`config.mk`:
```
export PLATFORM = sky130hd
export DESIGN_NAME = div2_bit_serializer_flat
export DESIGN_NICKNAME = d
export VERILOG_FILES = /design/src/rtl/div2_bit_serializer_if.sv /design/src/rtl/div2_bit_serializer.sv /design/src/flat_wrapper.sv
export SDC_FILE = /design/constraint.sdc
export NUM_CORES = 1
export LEC_CHECK = 0
export ABC_AREA = 0
export ABC_CLOCK_PERIOD_IN_PS = 1830
export BUFFER_PORTS_ARGS = -buffer_cell sky130_fd_sc_hd__buf_4
export CAP_MARGIN = 20
export CORE_MARGIN = 5
export CORE_UTILIZATION = 45
export CTS_BUF_LIST = sky130_fd_sc_hd__clkbuf_16
export DETAILED_ROUTE_END_ITERATION = 7
export HOLD_SLACK_MARGIN = 0.03
export PLACE_DENSITY = 0.82
export REMOVE_ABC_BUFFERS = 1
export SKIP_LAST_GASP = 1
export SLEW_MARGIN = 20
export SYNTH_ARGS = -nofsm -noshare
export SYNTH_HDL_FRONTEND = slang
export SYNTH_SLANG_ARGS = --single-unit
```
`constraint.sdc`:
```
create_clock -name clk -period 1.83 [get_ports clk]
set_input_delay 0.366 -clock clk [delete_from_list [all_inputs] [get_ports clk]]
set_output_delay 0.366 -clock clk [all_outputs]
set_load 0.01 [all_outputs]
```
`src/rtl/div2_bit_serializer_if.sv`:
```
// Bit-stream handshake between the divide-by-2 serializer and its consumer.
interface div2_bit_serializer_if;
  logic bit_out;
  logic bit_valid;
  logic bit_last;
  logic bit_ready;

  modport master (output bit_out, output bit_valid, output bit_last, input bit_ready);
  modport slave  (input bit_out, input bit_valid, input bit_last, output bit_ready);
endinterface

```
`src/rtl/div2_bit_serializer.sv`:
```
// LSB-first serializer: emits q mod 2 and shifts q right (q div 2)
// until the remaining quotient is zero. An operand of zero emits a single 0 bit.
module div2_bit_serializer (
  input  logic                         clk,
  input  logic                         reset,
  input  logic                         start,
  input  logic [7:0]                   a,
  div2_bit_serializer_if.master        bits,
  output logic                         busy,
  output logic                         done,
  output logic [3:0]                   count
);

  typedef enum logic [1:0] {
    S_IDLE = 2'd0,
    S_EMIT = 2'd1,
    S_DONE = 2'd2
  } state_t;

  state_t     state, state_nxt;
  logic [7:0] q, q_nxt;
  logic [3:0] cnt, cnt_nxt;
  logic       out_bit, out_valid, out_last;

  always_ff @(posedge clk or negedge reset) begin
    if (!reset) begin
      state <= S_IDLE;
      q     <= '0;
      cnt   <= '0;
    end else begin
      state <= state_nxt;
      q     <= q_nxt;
      cnt   <= cnt_nxt;
    end
  end

  // Outputs decode only state and q, so bit_ready/start never reach an output combinationally.
  always_comb begin
    state_nxt = state;
    q_nxt     = q;
    cnt_nxt   = cnt;
    out_bit   = 1'b0;
    out_valid = 1'b0;
    out_last  = 1'b0;
    busy      = 1'b0;
    done      = 1'b0;
    unique case (state)
      S_IDLE: begin
        if (start) begin
          q_nxt     = a;
          cnt_nxt   = '0;
          state_nxt = S_EMIT;
        end
      end
      S_EMIT: begin
        out_valid = 1'b1;
        busy      = 1'b1;
        out_bit   = q[0];
        out_last  = (q[7:1] == 7'd0);
        if (bits.bit_ready) begin
          q_nxt   = {1'b0, q[7:1]};
          cnt_nxt = cnt + 4'd1;
          if (out_last) state_nxt = S_DONE;
        end
      end
      S_DONE: begin
        busy      = 1'b1;
        done      = 1'b1;
        state_nxt = S_IDLE;
      end
      default: state_nxt = S_IDLE;
    endcase
  end

  assign bits.bit_out   = out_bit;
  assign bits.bit_valid = out_valid;
  assign bits.bit_last  = out_last;
  assign count          = cnt;

endmodule

```
`src/flat_wrapper.sv`:
```
// flat-port wrapper written by rule: the top's interface ports become plain ports
module div2_bit_serializer_flat 
  (clk, reset, start, a, busy, done, count, bits_bit_out, bits_bit_valid, bits_bit_last, bits_bit_ready);
  div2_bit_serializer_if bits_i ();
  input  logic clk;
  input  logic reset;
  input  logic start;
  input  logic [7:0] a;
  output logic busy;
  output logic done;
  output logic [3:0] count;
  output wire logic [$bits(bits_i.bit_out)-1:0] bits_bit_out;
  output wire logic [$bits(bits_i.bit_valid)-1:0] bits_bit_valid;
  output wire logic [$bits(bits_i.bit_last)-1:0] bits_bit_last;
  input wire logic [$bits(bits_i.bit_ready)-1:0] bits_bit_ready;
  assign bits_bit_out = bits_i.bit_out;
  assign bits_bit_valid = bits_i.bit_valid;
  assign bits_bit_last = bits_i.bit_last;
  assign bits_i.bit_ready = bits_bit_ready;
  div2_bit_serializer u_core (.clk(clk), .reset(reset), .start(start), .a(a), .bits(bits_i), .busy(busy), .done(done), .count(count));
endmodule
```
# After elaboration in Yosys (flattened, before gate mapping)
# Cells that the tools add are included.
# classes
n_addsub,1
eq_ne,5
n_mux,15
reduce_logical,6
# ops
op,count
8-bit 2-to-1 mux,2
8-bit case mux with 2 select lines,1
4-bit 2-to-1 mux,2
4-bit case mux with 2 select lines,1
7-bit logical NOT,1
2-bit 2-to-1 mux,3
3-bit AND reduction,2
1-bit 2-to-1 mux,5
"4-bit by 1-bit adder with 4-bit output, second input constant",1
"2-bit != test, second input constant",2
2-bit case mux with 2 select lines,1
"2-bit by 1-bit == test with 1-bit output, second input constant",1
"2-bit == test, second input constant",1
2-bit logical NOT,1
"2-bit by 1-bit != test with 1-bit output, second input constant",1
2-bit nonzero test,1
2-bit OR reduction,1
# totals
regBits,14
input_bits,12
output_inout_bits,9
word_cells,30

# Longest topological paths before layout
# Gate-level depths: netlist of the first run.
# logic_depth
word_depth,4
depth_mapped,8
mapped_depth_nobuf,6

# Least setup slack after synthesis of the first run
# OpenSTA, ideal clock, no wires.
# synth_timing
path_type,flip-flop to output port
startpoint,reg u_core.state[1]
endpoint,out bits_bit_out
t_arrival_ps,1232
required_time_ps,1464
setup_slack_ps,232
stages_incl_launch_ff,6
n_path_buf,2
cell_sequence,dfrtp_1 -> inv_1 -> ha_1 -> buf_6 -> buf_2 -> and2_1
# synth_between
elab_chain_len,2
# synth_lines
element,line_no,text
start: declaration,div2_bit_serializer.sv:20,"state_t state, state_nxt;"
start signal: assignment,div2_bit_serializer.sv:31,state <= state_nxt;
2-bit by 1-bit == test with 1-bit output,div2_bit_serializer.sv:47,unique case (state)
1-bit 2-to-1 mux,div2_bit_serializer.sv:47,
end: declaration,flat_wrapper.sv:12,output wire logic [$bits(bits_i.bit_out)-1:0] bits_bit_out;
# Every way passes these cells.

# Final worst setup path of the first run
# layout_timing
startpoint,reg u_core.q[4]
endpoint,out bits_bit_last
# layout_between
elab_chain_len,2
# layout_lines
element,line_no,text
start: declaration,div2_bit_serializer.sv:21,"logic [7:0] q, q_nxt;"
start signal: assignment,div2_bit_serializer.sv:32,q <= q_nxt;
7-bit logical NOT,div2_bit_serializer.sv:59,out_last = (q[7:1] == 7'd0);
1-bit 2-to-1 mux,div2_bit_serializer.sv:47,
end: declaration,flat_wrapper.sv:14,output wire logic [$bits(bits_i.bit_last)-1:0] bits_bit_last;
# Every way passes these cells.

==> run summary, run 1 <==
In the routed layout, each cell is associated on average with a via count of 5.43. The maximum clock insertion buffer count is 2, and the total count of max-transition violations in the final report is 0. Initial DRC count: 11. Leaving out fill and tap cells, the most frequent cells in the layout are 26 x sky130_fd_sc_hd__buf_4, 14 x sky130_fd_sc_hd__dfrtp_1, 9 x sky130_fd_sc_hd__mux2i_1.

The area growth from synthesis to layout is 36.9%. The share of total power consumed by net switching is 0.378. The routed design has 1.79 mm of wire. From bottom edge to top edge, the die measures 51.8 um.

The total grt overflow was 0; the slew at the pin closest to its max-slew limit was 0.253 ns. Mux contribution to synthesized area: 0.114. The sum of buffers and inverters on the critical path was 1. The reg-to-reg startpoint is u_core.state[0]. The most critical setup path has its startpoint at u_core.q[4].

By area, the combinational part of the netlist is dominated by compound AO/OA/AOI/OAI gates. The Yosys step of the flow raised 0 warnings. The power spent charging and discharging nets is 756 uW, and the number of placement rows is 15. The area share of xor/xnor cells in the synthesized design was 0. Across all layers, the routed design uses 657 vias.

The final RePlAce weighted congestion is 0.875, and the antenna violation net count after detailed routing is 0. The endpoint identified for the worst register-to-register timing path is u_core.count[3]. STA puts the critical path data arrival time at 1.36 ns. The cell internal power dissipation was 1.25 mW; the number of logic stages on the critical path including buffering was 4. The worst setup path is launched from a flop.

The tools report the portion of total power attributed to combinational logic as 0.507. The level count of the clock H-tree was 1. Global-route usage over all layers: 0.160. In this run the clock root is driven by a sky130_fd_sc_hd__clkbuf_16.

The category of the worst setup path capture point was a primary output. Setup violations remaining at the end of the flow were counted as 0. The average wire per cell in the routed design is 14.8 um, and the fraction of the mapped netlist area in adder cells is 0.0636. CTS saw 14 sinks. The run gives 580 MHz as the highest clock frequency the design can meet. The final critical-path share of the clock period was 0.942; the fill cell total of the finished layout was 138. Across all register-to-register paths, the minimum setup slack is 0.11 ns.

The synthesized design contains 0 enable-type register cells. Synthesis handed over a netlist of 76 instances. The fraction of the mapped netlist area in simple logic gates was 0.148. After detailed placement, the design holds a cell count of 116. The top fanout value on the critical path was 3. Worst reg-to-reg path cell count: 6.

The repair_antennas step left the layout with diodes totalling 0. Overall die area: 2690 um^2. The run finished with clean final reports.

The tools report the part of the total power dissipated in sequential elements as 0.288. At the end of the flow, the number of nets in the layout was 121. For the final design instance area without fill, the log shows 1080 um^2.

Fraction of final layout cells sized beyond drive strength 1: 0.346. Clock latency on the worst-skew pair, taken at its later pin, is 0.24 ns. The dominant delay contributor by cell family on the critical path is simple AND/OR/NAND/NOR gates. The number of different library cells used by synthesis comes to 24.

The die width came out at 51.8 um. The critical path is of the flop to primary output type. In this run the worst setup path terminates at bits_bit_last. Excluding fillers, the count of instances in the completed layout stands at 121. Worst hold-check path type: primary input to flop.

Main flop type after synthesis: sky130_fd_sc_hd__dfrtp_1. The logs give 976 um^2 for the total placed instance area and 2.00 mW for the total power after layout. The initial antenna violation count was 0; the post-synthesis sequential area ratio was 0.445. The first-pass iteration count of the detailed router is 4, and the share of power burned in the clock network is 0.205. On the final layout, the worst clock skew is 0.00295 ns. Final cell utilization of the core: 0.638.

The logs give 1.46 ns for the data required time at the worst endpoint and 0.662 mV for the worst supply voltage drop on vdd. The tools report the number of buffers added by the clock tree synthesis step as 3. The area fraction in compound gates after synthesis came out at 0.165.

The number of global-route vias before repair was 705. Slowest cell on the critical path: sky130_fd_sc_hd__dfrtp_1. The maximum single-stage delay on the critical path is 0.40 ns, and the first-pass GRT wire length is 3.09 mm. The worst relative slew slack was 0.829.

The average cell area after synthesis is 10.4 um^2. Max capacitance violation total: 0. For the setup slack after layout, the log shows 0.106 ns. After synthesis the cells add up to 787 um^2. For the finished layout, the period the worst path requires is 1.72 ns. After detailed routing, the number of remaining DRC violations is 0.

The tools report the final number of hold-violating endpoints as 0. The power density over the cells was 1860 nW/um^2. TritonCTS built the clock tree.

The most common library cell in the layout ignoring fill and taps was sky130_fd_sc_hd__buf_4. The port buffer count was 20. The initial cell density of the core is 0.466. The signal on the critical path passes through nor4_1 -> nand2_1 -> nor2_1 -> buf_4.

Setup repair after global routing left no endpoint under its margin. For this design the top-level I/O count stands at 21. In this run, synthesis produced a sequential element count of 14. Before CTS, the worst setup slack after placement is 0.192 ns.

The static leakage was 0.512 nW. The core box area was 1690 um^2; the clock transition at the registers of the reported paths was 0.05 ns. The share of synthesized flip-flops with an asynchronous set or reset was 1.00. The maximum number of pins on one net before global-route repair is 15, and the placed wire-length estimate is 1.37 mm.
power by group through the flow:
stage / Combinational [mW] / Sequential (mW) / Clock, mW
after floorplan: 0.611 / 0.560 / 0
after global placement: 0.958 / 0.560 / 0
after detailed placement: 0.996 / 0.567 / 0
after CTS: 1.01 / 0.569 / 0.421
after global routing: 1.12 / 0.596 / 0.434
final: 1.02 / 0.576 / 0.411
cell usage after synthesis, types with 2 or more instances:
library cell / number / area [um^2]
sky130_fd_sc_hd__o21ai_0: 3 / 15.0
sky130_fd_sc_hd__inv_1: 6 / 22.5
sky130_fd_sc_hd__nand2_1: 3 / 11.3
sky130_fd_sc_hd__nor2_1: 8 / 30.0
sky130_fd_sc_hd__mux2i_1: 9 / 90.1
sky130_fd_sc_hd__dfrtp_1: 14 / 350
sky130_fd_sc_hd__buf_6: 2 / 22.5
sky130_fd_sc_hd__nand3_1: 2 / 10.0
sky130_fd_sc_hd__nor2_2: 2 / 12.5
sky130_fd_sc_hd__a21oi_2: 2 / 17.5
sky130_fd_sc_hd__nor4_1: 2 / 12.5
sky130_fd_sc_hd__ha_1: 4 / 50.1
sky130_fd_sc_hd__and2_1: 2 / 12.5
sky130_fd_sc_hd__a21oi_1: 7 / 35.0
per-stage QoR:
step	setup TNS, ns	hold WS (ns)
2_1_floorplan	-1.89	0.0704
3_3_place_gp	0	0.225
3_5_place_dp	0	0.227
4_1_cts	0	0.383
5_1_grt	0	0.394
6_report	0	0.385
worst min-delay path, stage by stage:
cell                      delay, ns
sky130_fd_sc_hd__buf_4         0.08
sky130_fd_sc_hd__nand3_1       0.06
sky130_fd_sc_hd__o21ai_0       0.08
routing by layer:
| layer | vias to the layer above | track usage | share of wire |
|---|---|---|---|
| met3 | 2 | 0.0372 | 0.055 |
| li1 | 329 | - | - |
| met1 | 309 | 0.194 | 0.42 |
| met2 | 17 | 0.270 | 0.52 |
| met5 | - | 0 | 0 |
| met4 | 0 | 0.0655 | 0.0072 |
repair_timing:
item | CTS | global route
resized for setup | 1 | 1
buffers inserted | 0 | 0
hold endpoints to repair | 14 | 0
setup endpoints to repair | 2 | 2
hold buffers | 1 | 0
cell families (layout without fill, tap and decap cells):
logic type	count (synthesis)	in the layout
flip-flops	14	14
adder cells (fa/ha/maj)	4	4
multiplexers	9	9
buffers and inverters	9	37
AND/OR/NAND/NOR	22	22
AO/OA/AOI/OAI	18	18
how the worst min path moves through the flow:
| stage | startpoint | end | slack, ns | depth (start not counted) |
|---|---|---|---|---|
| 6_report | a[7] | u_core.q[7] | 0.39 | 3 |
| 5_1_grt | a[7] | u_core.q[7] | 0.39 | 3 |
| 4_1_cts | a[7] | u_core.q[7] | 0.38 | 3 |
| 3_5_place_dp | reset | u_core.q[0] | 0.23 | 1 |
| 3_3_place_gp | reset | u_core.q[0] | 0.22 | 1 |
| 2_1_floorplan | reset | u_core.count[0] | 0.07 | 0 |
state kept, by name (all words and copies together), names as in the netlist:
name and count:
u_core.count 4, u_core.q 8, u_core.state 2
area by class of cell:
cell class	count	area (um^2)	area share
timing repair buffer	27	205	0.190
clock inverter	1	3.75	0.00348
inverter	6	22.5	0.0209
multi-input combinational	53	399	0.371
clock buffer	3	75.1	0.0697
tap	17	21.3	0.0197
sequential	14	350	0.325
Note: power is estimated with default switching activity, not from simulation.
==> run 2: changes to the inputs <==
CORE_UTILIZATION = 50   (was 45)
PLACE_DENSITY = 0.88   (was 0.82)
SETUP_SLACK_MARGIN = 0.2   (was unset)
==> run summary, run 2 (same netlist as run 1, synthesis figures left out) <==
The fill cell total of the finished layout was 75. The global-route usage over all layers is 0.193, and the number of nets in the layout is 132. The run gives 0 as the max capacitance violation total.

The maximum number of pins on one net before global-route repair came out at 15. The run gives 14 as the number of sinks driven by the clock tree. The maximum single-stage delay on the critical path was 0.38 ns. The critical path starts at u_core.state[1]. The analysis attributes to cell leakage a power of 0.580 nW. Final cell utilization of the core: 0.831. In this run the most critical hold path is launched from a[7]. Clock tree synthesis inserted a total of 3 buffers. Setup violations remaining at the end of the flow were counted as 0. Total count of max-transition violations in the final report: 0.

The number of placement rows is 14, and the core box area is 1510 um^2. At the pin with the least slew margin, the transition time is 0.282 ns. Once placement completed, the tool counted placed cells totaling 113. The antenna violation net count after detailed routing came out at 0. The register with the most flip-flops was u_core.q.

The first global-routing pass estimated 3.57 mm of wire. The tools report the worst relative slew slack as 0.810. The flow ran to the end, and the final reports show no timing, DRC or antenna violations. The first detailed-routing pass ran for 4 iterations. In this run the worst path has a maximum fanout of 10. The latest clock arrival within the worst-skew pair was 0.25 ns; the clock transition at the registers of the reported paths was 0.05 ns. The final critical-path share of the clock period came out at 0.928. The highest clock frequency the design can meet is 589 MHz, and the initial antenna violation count is 0. The initial cell density of the core is 0.522, and the number of primary I/O pins is 21. In the routed design, unresolved DRC markers number 0. Wire segments on met3 add up to 293 um in the final route. In this run the tool buffered the top-level ports with 20 buffer cells.

The tools report the cell chosen for the clock root as sky130_fd_sc_hd__clkbuf_16. The top cell types in the final layout, fill and taps aside, are 31 x sky130_fd_sc_hd__buf_4, 14 x sky130_fd_sc_hd__dfrtp_1, 9 x sky130_fd_sc_hd__mux2i_1. In this run the worst hold path is classified as primary input to flop. The worst setup path is launched from a flop.

The tools report the maximum clock insertion buffer count as 2. The category of the worst setup path capture point is a flop. Worst supply voltage drop on vdd: 1.18 mV. The cell family contributing the most delay on the critical path is buffers and inverters. After the flow finishes, the layout carries non-filler instances totaling 131.

The number of flip-flops under the largest register name was 8; the via count was 784. Once detailed placement completed, the half-perimeter wirelength came to 1.31 mm. Dividing total power by cell area gives a power density of 2010 nW/um^2. The final critical-path required period was 1.70 ns.

The die is 49.7 um wide. The fraction of final layout cells sized beyond drive strength 1 was 0.496; the data required time at the worst endpoint was 1.97 ns. Leaving out fill and tap cells, the most frequent cell in the layout is sky130_fd_sc_hd__buf_4.

The overall die area is 2470 um^2, and the die extent in y is 49.7 um. The number of buffers and inverters on the critical path is 4. By instance count, the cell type seen most on the critical path is sky130_fd_sc_hd__buf_6. Initial DRC count: 45. The largest individual stage delay along the critical path comes from the cell sky130_fd_sc_hd__dfrtp_1.

The setup path with the least slack is of type flop to flop. The level count of the clock H-tree came out at 1. Routed signal wires occupy layers up through met4. The run gives 0 as the final number of hold-violating endpoints.

The detailed router put a total of 1.15 mm of wire on met1. The repair_antennas step left the layout with diodes totalling 0. The startpoint identified for the worst register-to-register timing path is u_core.state[1]. The number of global-route vias before repair is 772, and the total length of routed wires is 2.89 mm. Setup repair after global routing could not meet its margin everywhere.

After global routing the overflow that remains totals 0. Dividing the detail-routed wire length by the instance count gives 22.0 um. The signal on the critical path passes through inv_2 -> ha_4 -> buf_6 -> buf_6 -> a211oi_4 -> buf_6 -> nor2_1 -> a21oi_1. The design draws 2.51 mW.

The per-cell via count in the routed design came out at 5.98. TritonCTS built the clock tree. The clock arrives with 0.00622 ns of skew. The data arrival time of the critical path was 1.84 ns. Routability-driven placement finished with a final weighted congestion of 0.910. Compared with the post-synthesis result, the final layout area differs by 59.0%. The routed design uses 1.39 mm of met2 wire.
[run 2: changes by cell type in the layout (fill, tap and decap cells not counted), sizes merged]
cell      delta
buf         +11
clkinvlp     +1
inv          -1
[run 2: power breakdown]
group | switching (mW) | internal, mW
combinational | 0.754 | 0.749
sequential | 0.149 | 0.452
clock | 0.122 | 0.288
total | 1.03 | 1.49
[run 2: stage by stage]
stage | setup TNS, ns | worst slack (ns) | hold WS [ns] | cell area (um^2)
global route | 0 | 0.0498 | 0.394 | 1250
CTS | 0 | 0.175 | 0.384 | 1100
global placement | 0 | 0.217 | 0.226 | 960
floorplan | -1.89 | -0.227 | 0.0704 | 759
detailed placement | 0 | 0.0883 | 0.225 | 960
finish | 0 | 0.132 | 0.387 | 1250
[run 2: metal layers]
layer  vias up  global-route usage
met5         -                   0
met4         0               0.122
met3         4              0.0542
met2        56               0.311
met1       376               0.221
li1        348                   -
[run 2: cell type report]
type | instances | area [um^2] | area share
inverter | 6 | 26.3 | 0.0210
tap | 16 | 20.0 | 0.0160
clock inverter | 1 | 3.75 | 0.00300
timing repair buffer | 38 | 319 | 0.255
clock buffer | 3 | 75.1 | 0.0600
sequential | 14 | 350 | 0.280
multi-input combinational | 53 | 457 | 0.365
[run 2: worst paths after layout]
path	cells past startpoint	to	slack [ns]
worst max-delay path	8	u_core.q[1]	0.13
worst min-delay path	3	u_core.q[7]	0.39
worst max register to register	8	u_core.q[1]	0.13
worst min register to register	2	u_core.q[7]	0.57
max in group asynchronous	2	u_core.q[4]	1.14
min in group asynchronous	2	u_core.state[1]	0.52
[run 2: timing repair]
action / 4_1_cts / 5_1_grt
endpoints found under the setup margin: 7 / 12
buffers inserted: 2 / 11
pin swaps: 1 / 2
hold buffers: 1 / 0
endpoints found under the hold margin: 14 / 0
resized for setup: 9 / 16
[run 2: tightest hold or removal path, stage by stage]
cell and delay [ns]:
sky130_fd_sc_hd__buf_4 0.09, sky130_fd_sc_hd__nand3_2 0.08, sky130_fd_sc_hd__o21ai_2 0.07
